## src/rtl/arvi_mem_pkg.sv

```systemverilog
// Shared types and constants for the hart memory arbiter.
//   state_e : arbiter FSM states
//   gnt_e   : which hart port owns the memory (instruction fetch or data)
//   BE_ALL  : full-word byte enable used for fetches and data reads
//   TMR_W   : width of the bus timeout down-counter

`ifndef XLEN
`define XLEN 32
`endif

package arvi_mem_pkg;

   typedef enum logic [1:0] {
      IDLE = 2'd0,
      BUSY = 2'd1,
      DONE = 2'd2
   } state_e;

   typedef enum logic {
      GNT_I = 1'b0,
      GNT_D = 1'b1
   } gnt_e;

   localparam logic [3:0] BE_ALL = 4'hF;
   localparam int         TMR_W  = 16;

endpackage

```

## src/rtl/arb_rr2.sv

```systemverilog
// Two-requester round-robin picker, purely combinational.
//   req_i[0] : instruction-fetch request
//   req_i[1] : data request
//   last_i   : port granted most recently
//   gnt_o    : one-hot grant (bit 0 fetch, bit 1 data), 0 when nobody asks

module arb_rr2
   import arvi_mem_pkg::*;
(
   input  logic [1:0] req_i,
   input  gnt_e       last_i,
   output logic [1:0] gnt_o
);

   always_comb begin
      gnt_o = 2'b00;
      case (req_i)
         2'b01:   gnt_o = 2'b01;
         2'b10:   gnt_o = 2'b10;
         // contention: hand the memory to whoever did not have it last
         2'b11:   gnt_o = (last_i == GNT_D) ? 2'b01 : 2'b10;
         default: gnt_o = 2'b00;
      endcase
   end

endmodule

```

## src/rtl/hart_mem_arbiter.sv

```systemverilog
// Arbitrates a hart's instruction-fetch and data ports onto one
// single-ported memory, one transaction at a time, with a bus timeout.
//
//   state | meaning
//   ------+-----------------------------------------------------------
//   IDLE  | no transaction; sample requests, pick a port, latch command
//   BUSY  | o_MEM_req high from latched command; wait ack or timeout
//   DONE  | one-cycle ready pulse to the granted port (+ o_bus_err)
//
// Ports
//   i_clk, i_rst                   clock, synchronous active-high reset
//   i_IC_DataReq, i_IM_Addr        fetch request / address
//   o_IM_Instr, o_IC_MemReady      fetched word / completion pulse
//   i_DM_req, i_DM_we, i_DM_addr,  data request, write enable, address,
//   i_DM_wdata, i_DM_be            write data, byte enables
//   o_DM_rdata, o_DM_ready         read data / completion pulse
//   o_MEM_req, o_MEM_we, o_MEM_addr,
//   o_MEM_wdata, o_MEM_be          shared memory command
//   i_MEM_rdata, i_MEM_ack         memory response
//   o_bus_err                      timeout abort, coincident with ready

module hart_mem_arbiter
   import arvi_mem_pkg::*;
#(
   parameter int XLEN    = `XLEN,
   parameter int TIMEOUT = 256
)(
   input  logic            i_clk,
   input  logic            i_rst,
   input  logic            i_IC_DataReq,
   input  logic [XLEN-1:0] i_IM_Addr,
   output logic [XLEN-1:0] o_IM_Instr,
   output logic            o_IC_MemReady,
   input  logic            i_DM_req,
   input  logic            i_DM_we,
   input  logic [XLEN-1:0] i_DM_addr,
   input  logic [XLEN-1:0] i_DM_wdata,
   input  logic [3:0]      i_DM_be,
   output logic [XLEN-1:0] o_DM_rdata,
   output logic            o_DM_ready,
   output logic            o_MEM_req,
   output logic            o_MEM_we,
   output logic [XLEN-1:0] o_MEM_addr,
   output logic [XLEN-1:0] o_MEM_wdata,
   output logic [3:0]      o_MEM_be,
   input  logic [XLEN-1:0] i_MEM_rdata,
   input  logic            i_MEM_ack,
   output logic            o_bus_err
);

   // The timeout runs as a down-counter: loaded on entry to BUSY and
   // aborting at zero, which gives exactly TIMEOUT BUSY cycles.
   localparam logic [TMR_W-1:0] TMR_LOAD = TMR_W'(TIMEOUT - 1);

   state_e            state_q, state_d;
   gnt_e              last_q,  last_d;
   gnt_e              gnt_q,   gnt_d;
   logic [XLEN-1:0]   addr_q,  addr_d;
   logic [XLEN-1:0]   wdata_q, wdata_d;
   logic [XLEN-1:0]   rdata_q, rdata_d;
   logic              we_q,    we_d;
   logic              err_q,   err_d;
   logic [3:0]        be_q,    be_d;
   logic [TMR_W-1:0]  tmr_q,   tmr_d;

   logic [1:0]        req;
   logic [1:0]        grant;

   assign req = {i_DM_req, i_IC_DataReq};

   arb_rr2 u_arb (
      .req_i  (req),
      .last_i (last_q),
      .gnt_o  (grant)
   );

   always_comb begin
      state_d = state_q;
      last_d  = last_q;
      gnt_d   = gnt_q;
      addr_d  = addr_q;
      wdata_d = wdata_q;
      rdata_d = rdata_q;
      we_d    = we_q;
      err_d   = err_q;
      be_d    = be_q;
      tmr_d   = tmr_q;

      case (state_q)
         IDLE: begin
            if (req != 2'b00) begin
               state_d = BUSY;
               tmr_d   = TMR_LOAD;
               err_d   = 1'b0;
               rdata_d = '0;
               if (grant == 2'b10) begin
                  gnt_d   = GNT_D;
                  last_d  = GNT_D;
                  addr_d  = i_DM_addr;
                  we_d    = i_DM_we;
                  wdata_d = i_DM_we ? i_DM_wdata : '0;
                  be_d    = i_DM_we ? i_DM_be : BE_ALL;
               end else begin
                  gnt_d   = GNT_I;
                  last_d  = GNT_I;
                  addr_d  = i_IM_Addr;
                  we_d    = 1'b0;
                  wdata_d = '0;
                  be_d    = BE_ALL;
               end
            end
         end

         BUSY: begin
            // ack has priority over a timeout landing in the same cycle
            if (i_MEM_ack) begin
               rdata_d = i_MEM_rdata;
               err_d   = 1'b0;
               state_d = DONE;
            end else if (tmr_q == '0) begin
               rdata_d = '0;
               err_d   = 1'b1;
               state_d = DONE;
            end else begin
               tmr_d = tmr_q - TMR_W'(1);
            end
         end

         DONE: begin
            state_d = IDLE;
         end

         default: begin
            state_d = IDLE;
         end
      endcase
   end

   always_ff @(posedge i_clk) begin
      if (i_rst) begin
         state_q <= IDLE;
         last_q  <= GNT_I;
         gnt_q   <= GNT_I;
         addr_q  <= '0;
         wdata_q <= '0;
         rdata_q <= '0;
         we_q    <= 1'b0;
         err_q   <= 1'b0;
         be_q    <= 4'h0;
         tmr_q   <= '0;
      end else begin
         state_q <= state_d;
         last_q  <= last_d;
         gnt_q   <= gnt_d;
         addr_q  <= addr_d;
         wdata_q <= wdata_d;
         rdata_q <= rdata_d;
         we_q    <= we_d;
         err_q   <= err_d;
         be_q    <= be_d;
         tmr_q   <= tmr_d;
      end
   end

   // Moore outputs; everything not belonging to the current state is 0.
   always_comb begin
      o_MEM_req     = 1'b0;
      o_MEM_we      = 1'b0;
      o_MEM_addr    = '0;
      o_MEM_wdata   = '0;
      o_MEM_be      = 4'h0;
      o_IC_MemReady = 1'b0;
      o_IM_Instr    = '0;
      o_DM_ready    = 1'b0;
      o_DM_rdata    = '0;
      o_bus_err     = 1'b0;

      if (state_q == BUSY) begin
         o_MEM_req   = 1'b1;
         o_MEM_we    = we_q;
         o_MEM_addr  = addr_q;
         o_MEM_wdata = wdata_q;
         o_MEM_be    = be_q;
      end

      if (state_q == DONE) begin
         o_bus_err = err_q;
         if (gnt_q == GNT_I) begin
            o_IC_MemReady = 1'b1;
            o_IM_Instr    = rdata_q;
         end else begin
            o_DM_ready = 1'b1;
            o_DM_rdata = we_q ? '0 : rdata_q;
         end
      end
   end

endmodule

```

## config.mk

```make
export PLATFORM = sky130hd
export DESIGN_NAME = hart_mem_arbiter
export DESIGN_NICKNAME = d
export VERILOG_FILES = /design/src/rtl/arvi_mem_pkg.sv /design/src/rtl/arb_rr2.sv /design/src/rtl/hart_mem_arbiter.sv
export SDC_FILE = /design/constraint.sdc
export NUM_CORES = 1
export LEC_CHECK = 0
export BUFFER_PORTS_ARGS = -buffer_cell sky130_fd_sc_hd__clkbuf_2
export CELL_PAD_IN_SITES_DETAIL_PLACEMENT = 2
export CELL_PAD_IN_SITES_GLOBAL_PLACEMENT = 2
export CORE_MARGIN = 2
export CORE_UTILIZATION = 29
export CTS_BUF_LIST = sky130_fd_sc_hd__clkbuf_8
export CTS_CLUSTER_SIZE = 28
export DETAILED_ROUTE_END_ITERATION = 10
export PLACE_DENSITY_LB_ADDON = 0.1
export RECOVER_POWER = 50
export SETUP_SLACK_MARGIN = 0.1
export SYNTH_ARGS = -nofsm -noshare
export SYNTH_HDL_FRONTEND = slang
export SYNTH_SLANG_ARGS = --single-unit
```

## constraint.sdc

```tcl
create_clock -name i_clk -period 3.1 [get_ports i_clk]
set_input_delay 0 -clock i_clk [delete_from_list [all_inputs] [get_ports i_clk]]
set_output_delay 0 -clock i_clk [all_outputs]
set_load 0.01 [all_outputs]
```

# After elaboration in Yosys (flattened, before gate mapping)
# Cells that the tools add are included.
# word_totals
register_bits,121
input_bits,138
# op_classes
n_addsub,1
eq_ne,10
muxes,40
reduce_logical,8
# op_table
cell,count
32-bit two-way mux,13
32-bit case mux with 2 select lines,1
16-bit two-way mux,3
16-bit case mux with 2 select lines,1
16-bit zero test,1
"16-bit by 1-bit subtractor with 16-bit output, second input constant",1
1-bit two-way mux,12
4-bit two-way mux,3
"2-bit == test, second input constant",4
2-bit two-way mux,4
"2-bit != test, second input constant",3
2-bit case mux with 3 select lines,1
"2-bit by 1-bit == test with 1-bit output, second input constant",2
2-bit case mux with 2 select lines,1
2-bit AND reduction,2
4-bit AND reduction,1
2-bit nonzero test,2
"3-bit != test, second input constant",1
3-bit AND reduction,1
2-bit zero test,1
1-bit case mux with 2 select lines,1

# Logic depth before layout (Yosys ltp)
# logic_depth
word_depth,4
mapped_depth,7
mapped_depth_nobuf,6

# Modules after synthesis
# A second synthesis with hierarchy kept.
# unflattened
cells_unflattened,620
area_unflattened_um2,5609.1
# modules_own_cells
mod,n_inst,cells_per_inst,area_per_inst_um2
hart_mem_arbiter,1,617,5590.4
arb_rr2,1,3,18.8

# Worst setup path before layout
# OpenSTA, ideal clock, no wires.
# synth_path
kind,register to register
from,register tmr_q[0]
to,register rdata_q[10]
arrival_time_ns,1.873
slack_ns,1.110
stages_incl_launch_ff,8
period_less_slack_ns,1.990
path_cell_list,dfxtp_1 > inv_1 > ha_1 > nor3b_1 > nand4_1 > a211o_1 > buf_6 > a32o_1
# synth_via
elab_chain_len,3
# synth_lines
element,line_no,rtl
from (decl),hart_mem_arbiter.sv:64,"logic [TMR_W-1:0] tmr_q, tmr_d;"
from (signal assigned),hart_mem_arbiter.sv:161,tmr_q <= tmr_d;
16-bit zero test,hart_mem_arbiter.sv:120,end else if (tmr_q == '0) begin
3-bit != test (no line),--,
3-bit AND reduction (no line),--,
to (signal assigned),hart_mem_arbiter.sv:157,rdata_q <= rdata_d;
to (decl),hart_mem_arbiter.sv:60,"logic [XLEN-1:0] rdata_q, rdata_d;"
# Every way passes these cells.
# A chain may end at the register's enable or synchronous reset.

# Worst setup path in the final report
# layout_path
from,register tmr_q[0]
to,register rdata_q[17]
# Same word-level chain as after synthesis.

==> metrics.md <==
| Metric | Value |
|---|---|
| Outcome | finished, final reports clean |
| Aggregate routed wire length | 23700 um |
| Worst-case reg-to-reg path depth | 6 |
| Clk sinks | 121 |
| GR Overflow Total | 0 |
| P&R area growth vs syn | 59.5% |
| Clk_skew | 0.0179 ns |
| Synthesized flop and latch total | 121 |
| P_leak | 3.98 nW |
| Top-count cell post-synth | and2_1 |
| FMAX | 366 MHz |
| Post-CTS Setup Repair Bufs | 0 |
| CP Class | reg2reg |
| Dpl ws | 0.396 ns |
| EDFF count, synth | 0 |
| Mapped cell area | 5510 um^2 |
| DP Wirelength | 14900 um |
| Minimum clock period | 2.73 ns |
| Setup_tns | 0 ns |
| Pins Over Slew Limit | 0 |
| Crit-path cells | inv_1 > ha_1 > nor3b_1 > nand4_1 > a211o_1 > a32o_1 |
| Worst-path maximum fanout | 32 |
| Cell variety after synth | 46 |
| CTS max path bufs | 2 |
| CP startpoint | tmr_q[0] |
| Initial core utilization | 0.295 |
| Remaining DRCs | 0 |
| Clock Pin Slew Worst Setup and Hold Paths | 0.07 ns |
| Clock latency on the worst-skew pair | 0.44 ns |
| Period utilization | 0.882 |
| Vias in the first global route | 6717 |
| Syn_area_per_cell | 9.54 um^2 |
| Final hold violation count | 0 |
| Die width | 142 um |
| Total CTS buffers | 17 |
| Crit-path slowest cell | a211o_1 |
| CTS tree | yes |
| Hold path cells | 4 |
| Site Rows | 50 |
| FF-to-FF setup slack | 0.37 ns |
| TritonRoute pass-1 iters | 4 |
| H-Tree Depth | 4 |
| GP Congestion | 0.803 |
| Pin count of the biggest net entering global routing | 52 |
| Vias | 6066 |
| Core Area | 18600 um^2 |
| DIE AREA | 20100 um^2 |
| Mapped Cells | 577 |
| Drt wl/cell | 19.5 um |
| Crit path arrival time | 3.05 ns |
| Top FF cell, synth | dfxtp_1 |
| FF-to-FF Start | tmr_q[0] |
| Type of the worst min-delay path | in2reg |
| Startpoint Class | register |
| Share of flip-flops with an asynchronous set or reset | 0 |
| Worst-Margin Slew | 1.18 ns |
| Share of layout cells above drive strength 1 | 0.325 |
| Synth top area share | 0.440 |
| Post-route ant nets | 0 |
| Worst Slack Setup Final | 0.367 ns |
| Hold_sp | i_MEM_ack |
| Diode count | 0 |
| RSZ-0062 raised after global routing | no |
| Net Count, Synth | 716 |
| Worst reg2reg path endpoint | rdata_q[17] |
| Root buffer cell | clkbuf_8 |
| Post-CTS resize count | 0 |
| Total of max-cap violations | 0 |
| Synth area leaders | dfxtp_1 44%, and2_1 16%, mux2i_1 6.0%, a32o_1 5.8%, a22o_1 5.1% |
| First-pass GRT wire length | 37000 um |
| Critical path capture point type | register |
| Register area share after synthesis | 0.440 |
| Max-Slew Margin vs Limit | 0.216 |
| Fin cells | 1213 |
| Nets | 1105 |
| Yosys warns | 0 |
| Final setup viols | 0 |
| Post-Place Cells | 1046 |
| Pwr dens | 460 nW/um^2 |
| Vias/cell | 5.00 |
| I/O Pins | 275 |
| Initial detailed-routing violation count | 103 |
| Port buffer count | 274 |
| Global router's overall resource usage | 0.234 |
| Max incr delay on CP | 0.76 ns |
| Maximum vdd drop | 0.270 mV |
| Synth cell count leaders | 138 x and2_1, 121 x dfxtp_1, 43 x clkbuf_1 |
| Hold EP | tmr_q[0] |
| Initial antenna violation count | 0 |
| Die Y | 142 um |
| Worst path required time | 3.42 ns |
| Synth area leader | dfxtp_1 |
[repair_timing]
item,CTS,global route
endpoints found under the setup margin,0,0
hold endpoints to repair,108,0
hold buffers,135,0
[layer usage]
metal,global-route usage,part of all wire
met1,0.264,0.41
met2,0.437,0.52
met3,0.0574,0.057
met4,0.0689,0.015
met5,0,0
[stage by stage]
| stage | hold slack, ns | area [um^2] | power, mW | utilization |
|---|---|---|---|---|
| 2_1_floorplan | 0.116 | 5510 | 2.15 | - |
| 3_3_place_gp | 0.211 | 7060 | 2.38 | 0.379 |
| 3_5_place_dp | 0.216 | 7060 | 2.41 | 0.379 |
| 4_1_cts | 0.0469 | 8820 | 4.07 | 0.473 |
| 5_1_grt | 0.106 | 8780 | 4.26 | 0.471 |
| 6_report | 0.0793 | 8780 | 4.04 | 0.471 |
[critical path, delay by kind of cell (launching register included)]
kind	cells	cell delay, ns
simple gates	2	0.77
compound gates	2	1.20
fa+ha+maj	1	0.20
flops	1	0.33
buf+inv	1	0.11
[where the power goes]
group	internal, mW	switching [mW]	leakage (nW)
Combinational	0.387	0.425	2.79
Sequential	1.67	0.0807	0.991
Clock	0.797	0.685	0.202
Total	2.85	1.19	3.98
[state kept, by name (all words and copies together), names as in the netlist]
signal,flops
addr_q,32
tmr_q,16
we_q,1
err_q,1
gnt_q,1
rdata_q,32
wdata_q,32
be_q,4
state_q,2
[area by class of cell]
| class | count | area (um^2) |
|---|---|---|
| Inverter | 3 | 11.3 |
| Tap cell | 234 | 293 |
| Fill cell | 2021 | 9860 |
| Clock buffer | 17 | 234 |
| Multi-Input combinational cell | 402 | 2870 |
| Timing Repair Buffer | 421 | 2780 |
| Clock inverter | 15 | 176 |
| Sequential cell | 121 | 2420 |
[kinds of logic after synthesis]
family          synth area share
compound gates             0.207
buf+inv                   0.0414
fa+ha+maj                0.00227
simple gates               0.249
mux                       0.0600
flops                      0.440
[placed cells by master (no fill, tap or decap), drive strengths merged, types with 2 or more instances in the layout]
master       count
nor2b            4
buf              7
or4              9
o41ai            3
a311oi           2
a211oi          33
or3              2
a21oi           10
and3             2
nor3b            3
nor2            40
mux2i           33
clkinvlp         4
or3b             2
a32o            32
a31oi            5
o221a            4
nand2b           2
a22o            32
nand2           10
bufinv           3
clkinv           3
o21a             2
o31ai            8
or2              4
dfxtp          121
dlygate4sd3    135
nand3            3
nand4            4
and2           138
nor4             4
inv              8
clkbuf         296
[worst max path at each step]
stage                           to  depth (start not counted)
global placement        rdata_q[7]                          6
finish                 rdata_q[17]                          6
floorplan              rdata_q[10]                          7
global route        o_IM_Instr[18]                          5
CTS                    rdata_q[17]                          6
detailed placement     rdata_q[17]                          6
(Power assumes the default switching activity.)
